### src/rtl/hall_speed_meter_if.sv
// Hall sensor input and speed-sample output bundle between the Hall front end,
// the speed meter and the downstream PID stage.
interface hall_speed_meter_if;
    logic [2:0] h;
    logic [7:0] speed;
    logic       dir;
    logic       fault;
    logic       sample_stb;

    modport master (input h, output speed, dir, fault, sample_stb);
    modport slave  (output h, input speed, dir, fault, sample_stb);
endinterface

### src/rtl/hall_speed_meter.sv
// Hall-sensor speed/direction meter: synchronizes and debounces H, classifies
// each accepted state change and publishes one speed sample per window.
module hall_speed_meter #(
    parameter int unsigned WINDOW     = 50000,
    parameter int unsigned DEB_CYCLES = 16
) (
    input  logic               clk,
    input  logic               rst,
    hall_speed_meter_if.master bus
);
    localparam int unsigned   WW       = $clog2(WINDOW);
    localparam logic [WW-1:0] WIN_LAST = WW'(WINDOW - 32'd1);
    localparam logic [WW-1:0] WIN_ONE  = WW'(32'd1);
    localparam logic [7:0]    DEB_LIM  = 8'(DEB_CYCLES - 32'd1);

    function automatic logic [2:0] fwd_next(input logic [2:0] s);
        case (s)
            3'b001:  fwd_next = 3'b011;
            3'b011:  fwd_next = 3'b010;
            3'b010:  fwd_next = 3'b110;
            3'b110:  fwd_next = 3'b100;
            3'b100:  fwd_next = 3'b101;
            3'b101:  fwd_next = 3'b001;
            default: fwd_next = 3'b000;
        endcase
    endfunction

    function automatic logic is_illegal(input logic [2:0] s);
        is_illegal = (s == 3'b000) || (s == 3'b111);
    endfunction

    logic [2:0]    sync1_q, sync1_d;
    logic [2:0]    h_sync_q, h_sync_d;
    logic [7:0]    stab_cnt_q, stab_cnt_d;
    logic [2:0]    h_stable_q, h_stable_d;
    logic          prev_valid_q, prev_valid_d;
    logic [7:0]    edge_cnt_q, edge_cnt_d;
    logic          fault_acc_q, fault_acc_d;
    logic          dir_acc_q, dir_acc_d;
    logic [WW-1:0] win_cnt_q, win_cnt_d;
    logic [7:0]    speed_q, speed_d;
    logic          dir_q, dir_d;
    logic          fault_q, fault_d;
    logic          stb_q, stb_d;

    logic       accept_s;
    logic       step_fwd_s;
    logic       step_rev_s;
    logic       fault_now_s;
    logic [7:0] edge_sum_s;
    logic       fault_sum_s;
    logic       dir_now_s;

    // Synchronizer and debounce: the stability counter holds (edges held - 1).
    always_comb begin
        sync1_d  = bus.h;
        h_sync_d = sync1_q;
        if (sync1_q != h_sync_q) begin
            stab_cnt_d = 8'd0;
        end else if (stab_cnt_q != 8'hFF) begin
            stab_cnt_d = stab_cnt_q + 8'd1;
        end else begin
            stab_cnt_d = stab_cnt_q;
        end
        accept_s = (h_sync_q != h_stable_q) && (stab_cnt_q >= DEB_LIM);
    end

    // Step classification of an accepted state against the previous stable state.
    always_comb begin
        h_stable_d   = h_stable_q;
        prev_valid_d = prev_valid_q;
        step_fwd_s   = 1'b0;
        step_rev_s   = 1'b0;
        fault_now_s  = 1'b0;
        if (accept_s) begin
            h_stable_d = h_sync_q;
            if (is_illegal(h_sync_q)) begin
                fault_now_s = 1'b1;
            end else if (!prev_valid_q || is_illegal(h_stable_q)) begin
                prev_valid_d = 1'b1;
            end else if (fwd_next(h_stable_q) == h_sync_q) begin
                step_fwd_s = 1'b1;
            end else if (fwd_next(h_sync_q) == h_stable_q) begin
                step_rev_s = 1'b1;
            end else begin
                fault_now_s = 1'b1;
            end
        end else begin
            h_stable_d = h_stable_q;
        end
    end

    // Window accumulation; same-cycle steps and faults land in the closing sample.
    always_comb begin
        if ((step_fwd_s || step_rev_s) && (edge_cnt_q != 8'hFF)) begin
            edge_sum_s = edge_cnt_q + 8'd1;
        end else begin
            edge_sum_s = edge_cnt_q;
        end
        if (step_fwd_s) begin
            dir_now_s = 1'b1;
        end else if (step_rev_s) begin
            dir_now_s = 1'b0;
        end else begin
            dir_now_s = dir_acc_q;
        end
        fault_sum_s = fault_acc_q | fault_now_s;
        dir_acc_d   = dir_now_s;

        if (win_cnt_q == WIN_LAST) begin
            win_cnt_d   = '0;
            edge_cnt_d  = 8'd0;
            fault_acc_d = 1'b0;
            speed_d     = edge_sum_s;
            dir_d       = dir_now_s;
            fault_d     = fault_sum_s;
            stb_d       = 1'b1;
        end else begin
            win_cnt_d   = win_cnt_q + WIN_ONE;
            edge_cnt_d  = edge_sum_s;
            fault_acc_d = fault_sum_s;
            speed_d     = speed_q;
            dir_d       = dir_q;
            fault_d     = fault_q;
            stb_d       = 1'b0;
        end
    end

    // State registers.
    always_ff @(posedge clk or posedge rst) begin
        if (rst) begin
            sync1_q      <= 3'b000;
            h_sync_q     <= 3'b000;
            stab_cnt_q   <= 8'd0;
            h_stable_q   <= 3'b000;
            prev_valid_q <= 1'b0;
            edge_cnt_q   <= 8'd0;
            fault_acc_q  <= 1'b0;
            dir_acc_q    <= 1'b0;
            win_cnt_q    <= '0;
            speed_q      <= 8'd0;
            dir_q        <= 1'b0;
            fault_q      <= 1'b0;
            stb_q        <= 1'b0;
        end else begin
            sync1_q      <= sync1_d;
            h_sync_q     <= h_sync_d;
            stab_cnt_q   <= stab_cnt_d;
            h_stable_q   <= h_stable_d;
            prev_valid_q <= prev_valid_d;
            edge_cnt_q   <= edge_cnt_d;
            fault_acc_q  <= fault_acc_d;
            dir_acc_q    <= dir_acc_d;
            win_cnt_q    <= win_cnt_d;
            speed_q      <= speed_d;
            dir_q        <= dir_d;
            fault_q      <= fault_d;
            stb_q        <= stb_d;
        end
    end

    assign bus.speed      = speed_q;
    assign bus.dir        = dir_q;
    assign bus.fault      = fault_q;
    assign bus.sample_stb = stb_q;
endmodule

### src/flat_wrapper.sv
// flat-port wrapper written by rule: the top's interface ports become plain ports
module hall_speed_meter_flat 
#(
    parameter int unsigned WINDOW     = 50000,
    parameter int unsigned DEB_CYCLES = 16
)
  (clk, rst, bus_h, bus_speed, bus_dir, bus_fault, bus_sample_stb);
  hall_speed_meter_if bus_i ();
  input  logic clk;
  input  logic rst;
  input wire logic [$bits(bus_i.h)-1:0] bus_h;
  output wire logic [$bits(bus_i.speed)-1:0] bus_speed;
  output wire logic [$bits(bus_i.dir)-1:0] bus_dir;
  output wire logic [$bits(bus_i.fault)-1:0] bus_fault;
  output wire logic [$bits(bus_i.sample_stb)-1:0] bus_sample_stb;
  assign bus_i.h = bus_h;
  assign bus_speed = bus_i.speed;
  assign bus_dir = bus_i.dir;
  assign bus_fault = bus_i.fault;
  assign bus_sample_stb = bus_i.sample_stb;
  hall_speed_meter #(.WINDOW(WINDOW), .DEB_CYCLES(DEB_CYCLES)) u_core (.clk(clk), .rst(rst), .bus(bus_i));
endmodule
### config.mk
export PLATFORM = sky130hd
export DESIGN_NAME = hall_speed_meter_flat
export DESIGN_NICKNAME = d
export VERILOG_FILES = /design/src/rtl/hall_speed_meter_if.sv /design/src/rtl/hall_speed_meter.sv /design/src/flat_wrapper.sv
export SDC_FILE = /design/constraint.sdc
export NUM_CORES = 1
export LEC_CHECK = 0
export BUFFER_PORTS_ARGS = -buffer_cell sky130_fd_sc_hd__buf_2
export CAP_MARGIN = 20
export CORE_UTILIZATION = 30
export CTS_BUF_LIST = sky130_fd_sc_hd__clkbuf_16
export CTS_CLUSTER_SIZE = 28
export DETAILED_ROUTE_END_ITERATION = 10
export PLACE_DENSITY_LB_ADDON = 0.15
export SETUP_SLACK_MARGIN = 0.1
export SYNTH_ARGS = -nofsm -noshare
export SYNTH_HDL_FRONTEND = slang
export SYNTH_SLANG_ARGS = --single-unit
### constraint.sdc
create_clock -name clk -period 3.3 [get_ports clk]
set_input_delay 0.165 -clock clk [delete_from_list [all_inputs] [get_ports clk]]
set_output_delay 0.165 -clock clk [all_outputs]
set_load 0.02 [all_outputs]
Word-level counts from Yosys, hierarchy flattened
Cells that the tools add are included.
{"block": "totals", "mem_bits_ro": 0, "regBits": 55, "input_bits": 5, "ramBits": 0, "latch_bits": 0, "mem_count": 0, "out_inout_bits": 11}
{"block": "classes", "reduce_logical": 11, "n_div": 0, "n_mux": 32, "add_sub_neg": 3, "eq_ne": 21, "shifts": 0, "bitwise": 2, "order_cmp": 1, "mul": 0}
{"cell": "3-bit one-hot mux with 6 select lines", "n": 2}
{"cell": "8-bit two-way mux", "n": 4}
{"cell": "3-bit == test, second input constant", "n": 8}
{"cell": "3-bit two-way mux", "n": 7}
{"cell": "1-bit two-way mux", "n": 18}
{"cell": "16-bit by 1-bit adder with 16-bit output, second input constant", "n": 1}
{"cell": "8-bit by 1-bit adder with 8-bit output, second input constant", "n": 2}
{"cell": "16-bit == test, second input constant", "n": 1}
{"cell": "16-bit two-way mux", "n": 1}
{"cell": "8-bit != test, second input constant", "n": 2}
{"cell": "3-bit by 2-bit == test with 1-bit output, second input constant", "n": 4}
{"cell": "8-bit by 4-bit >= comparator with 1-bit output, second input constant", "n": 1}
{"cell": "3-bit by 1-bit == test with 1-bit output, second input constant", "n": 2}
{"cell": "3-bit == test", "n": 2}
{"cell": "3-bit zero test", "n": 2}
{"cell": "3-bit != test", "n": 2}
{"cell": "1-bit logical OR", "n": 4}
{"cell": "3-bit AND reduction", "n": 1}
{"cell": "1-bit logical AND", "n": 2}
{"cell": "2-bit nonzero test", "n": 1}
{"cell": "1-bit zero test", "n": 1}
{"cell": "1-bit NOT", "n": 1}
{"cell": "1-bit bitwise OR", "n": 1}

Logic depth before layout (Yosys ltp)
Gate-level depths: netlist of run 1.
{"block": "depth", "ltp_word": 21, "mapped_depth": 9, "mapped_depth_nobuf": 7}

Least setup slack after synthesis of run 1
OpenSTA, ideal clock, no wires.
{"block": "synth_timing", "kind": "register to register", "from": "reg u_core.h_sync_q[0]", "to": "reg u_core.speed_q[6] (netlist: u_core.bus.speed[6])", "required_ns": 3.208, "path_stages_with_launch": 8, "slack_ns": 1.428, "arrival_ns": 1.780, "path_buffers": 1, "setup_time_ns": 0.092, "path_cell_list": "dfrtp_1 -> buf_6 -> or3_4 -> a21oi_4 -> a41o_4 -> nor2_1 -> o41a_1 -> o31ai_2"}
{"block": "synth_between", "elab_chain_cells": 15}
{"item": "start, declared", "line_no": "hall_speed_meter.sv:33", "text": "logic [2:0] h_sync_q, h_sync_d;"}
{"item": "start signal, assigned", "line_no": "hall_speed_meter.sv:147", "text": "h_sync_q <= h_sync_d;"}
{"item": "3-bit == test (tied with other cells)", "line_no": "hall_speed_meter.sv:17", "text": "case (s)"}
{"item": "3-bit one-hot mux with 6 select lines", "line_no": "hall_speed_meter.sv:17"}
{"item": "3-bit two-way mux", "line_no": "hall_speed_meter.sv:81", "text": "end else if (fwd_next(h_stable_q) == h_sync_q) begin"}
{"item": "3-bit two-way mux", "line_no": "hall_speed_meter.sv:79", "text": "end else if (!prev_valid_q || is_illegal(h_stable_q)) begin"}
{"item": "3-bit two-way mux", "line_no": "hall_speed_meter.sv:77", "text": "if (is_illegal(h_sync_q)) begin"}
{"item": "3-bit two-way mux", "line_no": "hall_speed_meter.sv:75", "text": "if (accept_s) begin"}
{"item": "3-bit == test", "line_no": "hall_speed_meter.sv:83", "text": "end else if (fwd_next(h_sync_q) == h_stable_q) begin"}
{"item": "1-bit two-way mux", "line_no": "hall_speed_meter.sv:83"}
{"item": "1-bit two-way mux", "line_no": "hall_speed_meter.sv:81"}
{"item": "1-bit two-way mux", "line_no": "hall_speed_meter.sv:79"}
{"item": "1-bit two-way mux", "line_no": "hall_speed_meter.sv:77"}
{"item": "1-bit two-way mux", "line_no": "hall_speed_meter.sv:75"}
{"item": "1-bit logical OR (*)", "line_no": "hall_speed_meter.sv:95", "text": "if ((step_fwd_s || step_rev_s) && (edge_cnt_q != 8'hFF)) begin"}
{"item": "1-bit logical AND (*)", "line_no": "hall_speed_meter.sv:95"}
{"item": "8-bit two-way mux (*)", "line_no": "hall_speed_meter.sv:95"}
{"item": "end signal, assigned", "line_no": "hall_speed_meter.sv:155", "text": "speed_q <= speed_d;"}
{"item": "end, declared", "line_no": "hall_speed_meter.sv:41", "text": "logic [7:0] speed_q, speed_d;"}
Mark *: on every way between the ends. The rest lies on a longest branch, timed or not. The select of a mux whose other input is x is not followed.
A chain may end at the register's enable or synchronous reset.

Worst setup path in the final report of run 1
{"block": "layout_timing", "from": "reg u_core.win_cnt_q[11]", "to": "reg u_core.dir_q (netlist: u_core.bus.dir)"}
{"block": "layout_between", "elab_chain_cells": 1}
{"item": "start, declared", "line_no": "hall_speed_meter.sv:40", "text": "logic [WW-1:0] win_cnt_q, win_cnt_d;"}
{"item": "start signal, assigned", "line_no": "hall_speed_meter.sv:154", "text": "win_cnt_q <= win_cnt_d;"}
{"item": "16-bit == test", "line_no": "hall_speed_meter.sv:110", "text": "if (win_cnt_q == WIN_LAST) begin"}
{"item": "end signal, assigned", "line_no": "hall_speed_meter.sv:156", "text": "dir_q <= dir_d;"}
{"item": "end, declared", "line_no": "hall_speed_meter.sv:42", "text": "logic dir_q, dir_d;"}
No other way between the ends.

==> results.json, run 1 <==
{
  "seqPwrFrac_pct": 52.0,
  "antenna_found_initial": 0,
  "final_common_cell": "dfrtp_1",
  "area_growth_pct": 12.1,
  "cts_inserted_buffers": 5,
  "internal-power_uw": 1050,
  "yosysUniqueCellTypes": 52,
  "via_per_inst": 4.88,
  "path_class": "reg -> reg",
  "diodes": 0,
  "p_comb_share_pct": 3.6,
  "worstReg2RegEnd": "u_core.bus.dir",
  "clkTransAtPathRegs_ns": 0.07,
  "crit_required_ns": 3.47,
  "cts_sinks": 55,
  "grt_pass1_vias": 1815,
  "synth_edf_count": 0,
  "setup_tns_ns": 0,
  "h-tree-depth": 2,
  "nets": 289,
  "die_area_mm2": 0.00955,
  "ios": 16,
  "place_area_mm2": 0.00289,
  "slowest_stage": "or3_1",
  "cp_cell_sequence": "nor4b_1 -> nand4_1 -> or3_1 -> inv_2 -> mux2_2",
  "fin_cells": 389,
  "cts-root-buf": "clkbuf_16",
  "wl_met3_um": 135,
  "overflow": 0,
  "dp_hpwl_um": 3470,
  "placedCellCount": 379,
  "slew_viol_final": 0,
  "slowest_delay_ns": 0.57,
  "slew_headroom_pct": 45.6,
  "switchingPower_uw": 274,
  "period_share_pct": 72.2,
  "timing.critical_path.to_type": "flip-flop",
  "async_flop_share_pct": 100,
  "track_usage_pct": 11.6,
  "finalCriticalPeriod_ns": 2.38,
  "vias": 1897,
  "top_layer": "met4",
  "wl_met2_um": 2290,
  "r2r_start": "u_core.win_cnt_q[11]",
  "cellPowerDensity_mw_per_mm2": 430,
  "routabilityCongestion": 0.726,
  "ys_seq_area_share_pct": 50.1,
  "synth_top_area_share_pct": 50.1,
  "grt_pass1_wl_um": 8910,
  "syn_area_mm2": 0.00275,
  "fmax_mhz": 420,
  "yosys_warnings": 0,
  "p_leak_uw": 0.00135,
  "dieHeight_um": 97.7,
  "finalSetupViolations": 0,
  "rsz0062_at_grt": "no",
  "grt_max_degree": 40,
  "dr.pass1.iters": 6,
  "power_uw": 1330,
  "route.final.wire_length_um": 5020,
  "fp.dieW_um": 97.7,
  "ys_seq_elements": 55,
  "synth_top_area_cell": "dfrtp_1",
  "row_count": 34,
  "drc": 0,
  "drt-met1-wl_um": 2530,
  "p_sw_share_pct": 20.7,
  "ant_nets": 0,
  "cts_tree": "yes",
  "final_area_mm2": 0.00308,
  "reg2regPathDepth": 5,
  "core_area_mm2": 0.00881,
  "synth_area_leaders": "dfrtp_1 (50%), xnor2_1 (5.4%), nor2_1 (4.0%), xor2_1 (3.5%), nand3_1 (3.3%)",
  "clkLatencyLatePin_ns": 0.29,
  "status": "completed",
  "ir_worst_vdd_mv": 0.191,
  "cp-start-kind": "flip-flop",
  "r2r_setup_slack_ns": 0.92,
  "crit_arrival_ns": 2.56,
  "cts_resized": 0,
  "syn_inst": 266,
  "setup_slack_ns": 0.919,
  "pre_cts_ws_ns": 0.885,
  "initial_core_util_pct": 31.2,
  "worstMarginPinSlew_ns": 0.815,
  "critPathMaxFanout": 25,
  "drt_iter0_drc": 56,
  "wl_per_cell_um": 12.9,
  "hold_violations": 0,
  "synth_nets": 274,
  "final_cell_mix": "dfrtp_1 (55), nor2_1 (29), nand3_1 (18), nand2_1 (18), xnor2_1 (17)",
  "synth.avg_cell_area_um2": 10.3,
  "pwr-share-clk_pct": 44.4,
  "synthFlopType": "dfrtp_1",
  "skew_ns": 0.00579,
  "min_path_type": "in -> async",
  "drive_above_1_share_pct": 13.9,
  "maxCapViolCount": 0,
  "clock_path_buffers": 2,
  "io_buffers": 15
}
synth_stat cells (4+ instances only):
cell type / n
nor2_1: 29
inv_1: 6
o21ai_0: 12
and2_1: 5
nand4_1: 6
a21oi_1: 9
and3_1: 4
xor2_1: 11
a31oi_1: 4
nand3_1: 18
nand2_1: 18
nor3_1: 4
dfrtp_1: 55
xnor2_1: 17
or3_1: 10
critical path, delay by kind of cell, from the launching register on:
family                 cells  cell delay [ns]
muxes                      1             0.38
buffers and inverters      1             0.41
DFF                        1             0.42
and+or+nand+nor            3             1.04
worst max path at each step:
stage,start,endpoint,slack (ns),cells past startpoint
2_1_floorplan,u_core.h_sync_q[0],u_core.bus.speed[6],1.43,7
3_3_place_gp,u_core.win_cnt_q[11],u_core.bus.dir,0.90,5
3_5_place_dp,u_core.win_cnt_q[11],u_core.bus.dir,0.88,5
4_1_cts,u_core.win_cnt_q[11],u_core.bus.dir,0.87,5
5_1_grt,u_core.win_cnt_q[11],u_core.bus.dir,0.77,5
6_report,u_core.win_cnt_q[11],u_core.bus.dir,0.92,5
per-layer routing:
metal  up-vias  GRT usage [%]
met5         -              0
met4         0           3.85
met3         6           2.45
met2        26           18.7
met1       902           15.6
li1        963              -
layout make-up:
class	instances	area, µm²
clock inverter	2	37.5
timing repair buffer	19	113
multi-input combinational	193	1270
tap	108	135
inverter	7	26.3
fill	868	5730
clock buffer	5	125
sequential	55	1380
kinds of logic after synthesis:
| family | after synthesis | share of synthesized area [%] |
|---|---|---|
| AO/OA/AOI/OAI | 44 | 11.6 |
| XOR/XNOR | 28 | 8.92 |
| adder cells (fa/ha/maj) | 3 | 1.37 |
| buffers and inverters | 18 | 3.82 |
| flip-flops | 55 | 50.1 |
| multiplexers | 6 | 2.32 |
| AND/OR/NAND/NOR | 112 | 21.9 |
what timing repair did:
action / CTS / global route
endpoints found under the hold margin: 3 / 0
setup buffers: 0 / 0
hold buffers: 3 / 0
per-stage QoR:
| stage | utilization, % | hold WS [ns] |
|---|---|---|
| after floorplan | - | 0.196 |
| after global placement | 32.8 | 0.274 |
| after detailed placement | 32.8 | 0.274 |
| after CTS | 35.0 | 0.0748 |
| after global routing | 35.0 | 0.0988 |
| final | 35.0 | 0.0342 |
power by group through the flow:
stage,Combinational [µW],Sequential [µW],Clock [µW]
after floorplan,42.6,695,0
after global placement,46.8,702,0
after detailed placement,46.6,702,0
after CTS,49.6,689,612
after global routing,54.8,690,632
final,47.8,689,589
registers in the layout, indices dropped and copies added, names as in the netlist:
name                   cells
u_core.bus.dir             1
u_core.prev_valid_q        1
u_core.edge_cnt_q          8
u_core.h_sync_d            3
u_core.h_stable_q          3
u_core.bus.sample_stb      1
u_core.dir_acc_q           1
u_core.bus.fault           1
u_core.stab_cnt_q          8
u_core.fault_acc_q         1
u_core.win_cnt_q          16
u_core.h_sync_q            3
u_core.bus.speed           8
No activity file was read; power rests on OpenSTA's default activity.
==> inputs of run 2 (changes only) <==
- clock period: 3.3 -> 2.26 ns (I/O delays scaled with it)
==> run 2 against run 1 <==
  * Count of clock-buffer cells in the layout is the same
  * Highest routed layer unchanged
  * Design area is 2.5% higher
  * Critical path depth grew 1
  * Sequential cell count is the same
  * Worst hold slack better by 0.36 ns
  * Core utilization is 0.87 points higher
  * Sequential share of layout area shrank 0.92 points
  * Maximum frequency up 17%
==> results.json, run 2 (synthesis results as in run 1) <==
{
  "slew_headroom_pct": 62.0,
  "h-tree-depth": 2,
  "diodes": 0,
  "ir_worst_vdd_mv": 0.417,
  "drive_above_1_share_pct": 18.0,
  "slowest_delay_ns": 0.51,
  "grt_pass1_vias": 1860,
  "min_from": "u_core.h_sync_d[0]",
  "area_growth_pct": 14.8,
  "cp.buffers_inverters": 0,
  "path_class": "reg -> reg",
  "route.final.wire_length_um": 5110,
  "finalCriticalPeriod_ns": 2.04,
  "cellPowerDensity_mw_per_mm2": 624,
  "hold_end": "u_core.h_sync_q[0]",
  "pre_cts_ws_ns": 0.171,
  "regMostFlops": "u_core.win_cnt_q",
  "reg2regPathDepth": 6,
  "cts-root-buf": "clkbuf_16",
  "clkTransAtPathRegs_ns": 0.07,
  "cp-startpoint": "u_core.h_stable_q[2]",
  "clkLatencyLatePin_ns": 0.29,
  "rsz0062_at_grt": "no",
  "skew_ns": 0.00665,
  "drc": 0,
  "min_path_cells": 0,
  "final_util_pct": 35.8,
  "slowest_stage": "dfrtp_1",
  "die_area_mm2": 0.00955,
  "maxCapViolCount": 0,
  "final_cell_mix": "dfrtp_1 (51), nor2_1 (29), nand3_1 (18), nand2_1 (18), xnor2_1 (17)",
  "min_path_type": "reg -> reg",
  "filler_cell_count": 874,
  "cp-start-kind": "flip-flop",
  "crit_arrival_ns": 2.24,
  "grt_max_degree": 28,
  "setup_slack_ns": 0.225,
  "seqCellArea_mm2": 0.00138,
  "final_common_cell": "dfrtp_1",
  "worstMarginPinSlew_ns": 0.569,
  "initial_core_util_pct": 31.2,
  "fin_cells": 397,
  "status": "completed",
  "io_buffers": 15,
  "cts_sinks": 55,
  "power_uw": 1970,
  "grt_pass1_wl_um": 8920,
  "cts_inserted_buffers": 5,
  "cp_cell_sequence": "or3_1 -> a21oi_4 -> a41o_4 -> nor2_1 -> o41a_1 -> o31ai_2",
  "wl_per_cell_um": 12.9,
  "nets": 296,
  "vias": 1931,
  "worstReg2RegEnd": "u_core.bus.speed[6]",
  "hold_violations": 0,
  "core_area_mm2": 0.00881,
  "critPathMaxFanout": 10,
  "p_leak_uw": 0.00139,
  "placedCellCount": 385,
  "timing.critical_path.to_type": "flip-flop",
  "multiInputGateArea_mm2": 0.00127,
  "fp.dieW_um": 97.7,
  "dr.pass1.iters": 4,
  "drt_iter0_drc": 25,
  "ant_nets": 0,
  "antenna_found_initial": 0,
  "dieHeight_um": 97.7,
  "cts_tree": "yes",
  "setup_tns_ns": 0,
  "period_share_pct": 90.0,
  "finalSetupViolations": 0,
  "track_usage_pct": 11.5,
  "worst-path-stages": 6,
  "dp_hpwl_um": 3690,
  "critPathTopFamily": "compound AO/OA/AOI/OAI gates",
  "crit_required_ns": 2.46,
  "clock_path_buffers": 2,
  "overflow": 0,
  "post_cts_buffers": 0,
  "routabilityCongestion": 0.749,
  "ios": 16,
  "via_per_inst": 4.86,
  "r2r_setup_slack_ns": 0.22,
  "r2r_start": "u_core.h_stable_q[2]",
  "fmax_mhz": 491,
  "slew_viol_final": 0,
  "largest_reg_flops": 16,
  "row_count": 34
}
## run 2: cell types whose count changed in the layout (fill, tap and decap cells not counted), sizes merged
cell	delta
inv	+1
dlygate4sd3	+1
buf	+6
## run 2: stage by stage
step / hold WS [ns] / instance area, µm²
finish: 0.393 / 3160
global route: 0.403 / 3160
CTS: 0.401 / 3140
detailed placement: 0.219 / 2930
global placement: 0.217 / 2930
floorplan: 0.144 / 2750
## run 2: layout make-up
cell class | instances | area share (%)
Sequential cell | 55 | 43.8
Multi-Input combinational cell | 193 | 40.4
Timing Repair Buffer | 26 | 5.31
Tap cell | 108 | 4.28
Clock buffer | 5 | 3.96
Clock inverter | 3 | 1.47
Inverter | 7 | 0.832
## run 2: power by group
| group | internal (µW) | total, µW | switching (µW) |
|---|---|---|---|
| Sequential | 991 | 1010 | 15.1 |
| Clock | 527 | 891 | 364 |
| Combinational | 30.2 | 73.1 | 42.8 |
## run 2: how the worst max path moves through the flow
stage | end | slack (ns)
floorplan | u_core.bus.speed[6] | 0.39
global placement | u_core.edge_cnt_q[6] | 0.19
detailed placement | u_core.bus.speed[6] | 0.17
CTS | u_core.bus.speed[6] | 0.16
global route | u_core.bus.speed[3] | 0.10
finish | u_core.bus.speed[6] | 0.22
## run 2: what timing repair did
action                     in CTS  in global routing
setup endpoints to repair       0                  9
hold buffers                    4                  0
gates resized for setup         0                  6
hold endpoints to repair       28                  0
## run 2: layer usage
layer	wire [µm]	track usage, %	up-vias
li1	-	-	976
met1	2660	15.8	941
met2	2340	18.8	12
met3	87	2.16	2
met4	22	2.80	0
met5	0	0	-
==> inputs of run 3 (changes only) <==
==> constraint.sdc (replaced) <==
create_clock -name clk -period 2.26 [get_ports clk]
set_input_delay 0.452 -clock clk [delete_from_list [all_inputs] [get_ports clk]]
set_output_delay 0.452 -clock clk [all_outputs]
set_load 0.02 [all_outputs]
==> run 3 against run 2 <==
  * Core utilization decreased by 0.33 points
  * Largest power group unchanged
  * Combinational power fell by 4.7%
  * Sequential power about the same
  * Register-to-register slack worse by 0.02 ns
  * Highest routed layer unchanged
  * Critical endpoint unchanged
  * Sequential cell count unchanged
  * Routed wire length rose by 1.0%
==> results.json, run 3 (synthesis results as in run 1) <==
{
  "place_area_mm2": 0.00294,
  "cts_inserted_buffers": 5,
  "final_common_cell": "dfrtp_1",
  "hold_violations": 0,
  "grt_pass1_vias": 1927,
  "vias": 1897,
  "p_leak_uw": 0.00138,
  "cp-start-kind": "flip-flop",
  "largest_reg_flops": 16,
  "r2r_setup_slack_ns": 0.20,
  "grt_pass1_wl_um": 9190,
  "wl_per_cell_um": 13.1,
  "antenna_found_initial": 0,
  "crit_arrival_ns": 2.27,
  "slew_headroom_pct": 70.2,
  "route.final.wire_length_um": 5170,
  "row_count": 34,
  "via_per_inst": 4.83,
  "period_share_pct": 91.0,
  "p_sw_share_pct": 21.9,
  "initial_core_util_pct": 31.2,
  "final_area_mm2": 0.00313,
  "finalSetupViolations": 0,
  "drive_above_1_share_pct": 17.5,
  "dp_hpwl_um": 3540,
  "dr.pass1.iters": 4,
  "ant_nets": 0,
  "clock_path_buffers": 2,
  "overflow": 0,
  "regMostFlops": "u_core.win_cnt_q",
  "die_area_mm2": 0.00955,
  "h-tree-depth": 2,
  "multiInputGateArea_mm2": 0.00128,
  "slew_viol_final": 0,
  "fmax_mhz": 486,
  "nets": 292,
  "grt_max_degree": 56,
  "setup_tns_ns": 0,
  "ir_worst_vdd_mv": 0.261,
  "core_area_mm2": 0.00881,
  "critPathMaxFanout": 12,
  "r2r_start": "u_core.h_sync_q[1]",
  "filler_cell_count": 882,
  "switchingPower_uw": 433,
  "seqPwrFrac_pct": 50.8,
  "maxCapViolCount": 0,
  "timing.critical_path.to_type": "flip-flop",
  "drt_iter0_drc": 24,
  "cp-startpoint": "u_core.h_sync_q[1]",
  "path_class": "reg -> reg",
  "fp.dieW_um": 97.7,
  "fin_cells": 393,
  "seqCellArea_mm2": 0.00138,
  "internal-power_uw": 1550,
  "io_buffers": 15,
  "worstMarginPinSlew_ns": 0.436,
  "clkTransAtPathRegs_ns": 0.08,
  "crit_required_ns": 2.47,
  "rsz0062_at_grt": "yes",
  "min_path_type": "in -> async",
  "skew_ns": 0.00722,
  "finalCriticalPeriod_ns": 2.06,
  "clkLatencyLatePin_ns": 0.29,
  "ios": 16,
  "p_comb_share_pct": 3.5,
  "placedCellCount": 384,
  "final_cell_mix": "dfrtp_1 (54), nor2_1 (29), nand3_1 (18), nand2_1 (18), xnor2_1 (17)",
  "drc": 0,
  "status": "completed",
  "track_usage_pct": 11.9,
  "cts_hold_buf": 0,
  "cts_sinks": 55,
  "routabilityCongestion": 0.737,
  "cellPowerDensity_mw_per_mm2": 632,
  "cts-root-buf": "clkbuf_16",
  "area_growth_pct": 13.8,
  "cts_tree": "yes",
  "dieHeight_um": 97.7,
  "pwr-share-clk_pct": 45.6,
  "diodes": 0
}
-- run 3: changes by cell type in the layout (fill, tap and decap cells not counted) --
cell	before	now
buf_12	0	1
buf_4	7	6
dfrtp_1	51	54
dfrtp_2	4	1
dlygate4sd3_1	4	0
ha_1	3	2
ha_2	0	1
-- run 3: path summary, 6_finish.rpt --
kind,cells past startpoint,end
max reg2reg,6,u_core.bus.speed[6]
min in group clk,1,u_core.h_sync_d[1]
min reg2reg,0,u_core.h_sync_q[0]
max,6,u_core.bus.speed[6]
min,3,u_core.stab_cnt_q[0]
max in group asynchronous,3,u_core.h_sync_q[2]
-- run 3: per-layer routing --
metal	part of all wire, %	vias to the layer above	GRT usage, %
li1	-	967	-
met1	50	902	16.6
met2	46	22	18.4
met3	2.2	6	2.59
met4	1.1	0	3.85
met5	0	-	0
-- run 3: power by group through the flow --
stage                     combinational, µW  clock [µW]  sequential, µW
after global routing                   80.3         967            1010
after CTS                              72.2         929            1010
after detailed placement               72.0           0            1030
after floorplan                        62.2           0            1020
after global placement                 72.7           0            1020
final                                  69.7         903            1010
-- run 3: repair_timing --
item	CTS	global route
gates resized for setup	0	4
endpoints found under the setup margin	0	10
buffers inserted	0	1
-- run 3: final cells by class --
cell class	instances	area share (%)
Clock buffer	5	4.00
Inverter	7	0.840
Timing Repair Buffer	22	4.48
Multi-Input combinational cell	193	40.8
Tap cell	108	4.32
Sequential cell	55	44.0
Clock inverter	3	1.48
-- run 3: metrics by stage --
step / utilization [%] / hold WS, ns / worst slack, ns / total power [µW]
floorplan: - / 0.373 / 0.388 / 1080
detailed placement: 33.4 / 0.385 / 0.186 / 1100
global route: 35.5 / 0.249 / 0.0781 / 2050
global placement: 33.4 / 0.386 / 0.197 / 1100
CTS: 35.3 / 0.214 / 0.181 / 2010
finish: 35.5 / 0.194 / 0.204 / 1980
-- run 3: worst max-delay path: stages, from the launching register on --
cell,delay [ns]
dfrtp_1,0.54
or3_1,0.47
a21oi_4,0.13
a41o_4,0.13
nor2_1,0.08
o41a_1,0.41
o31ai_2,0.21
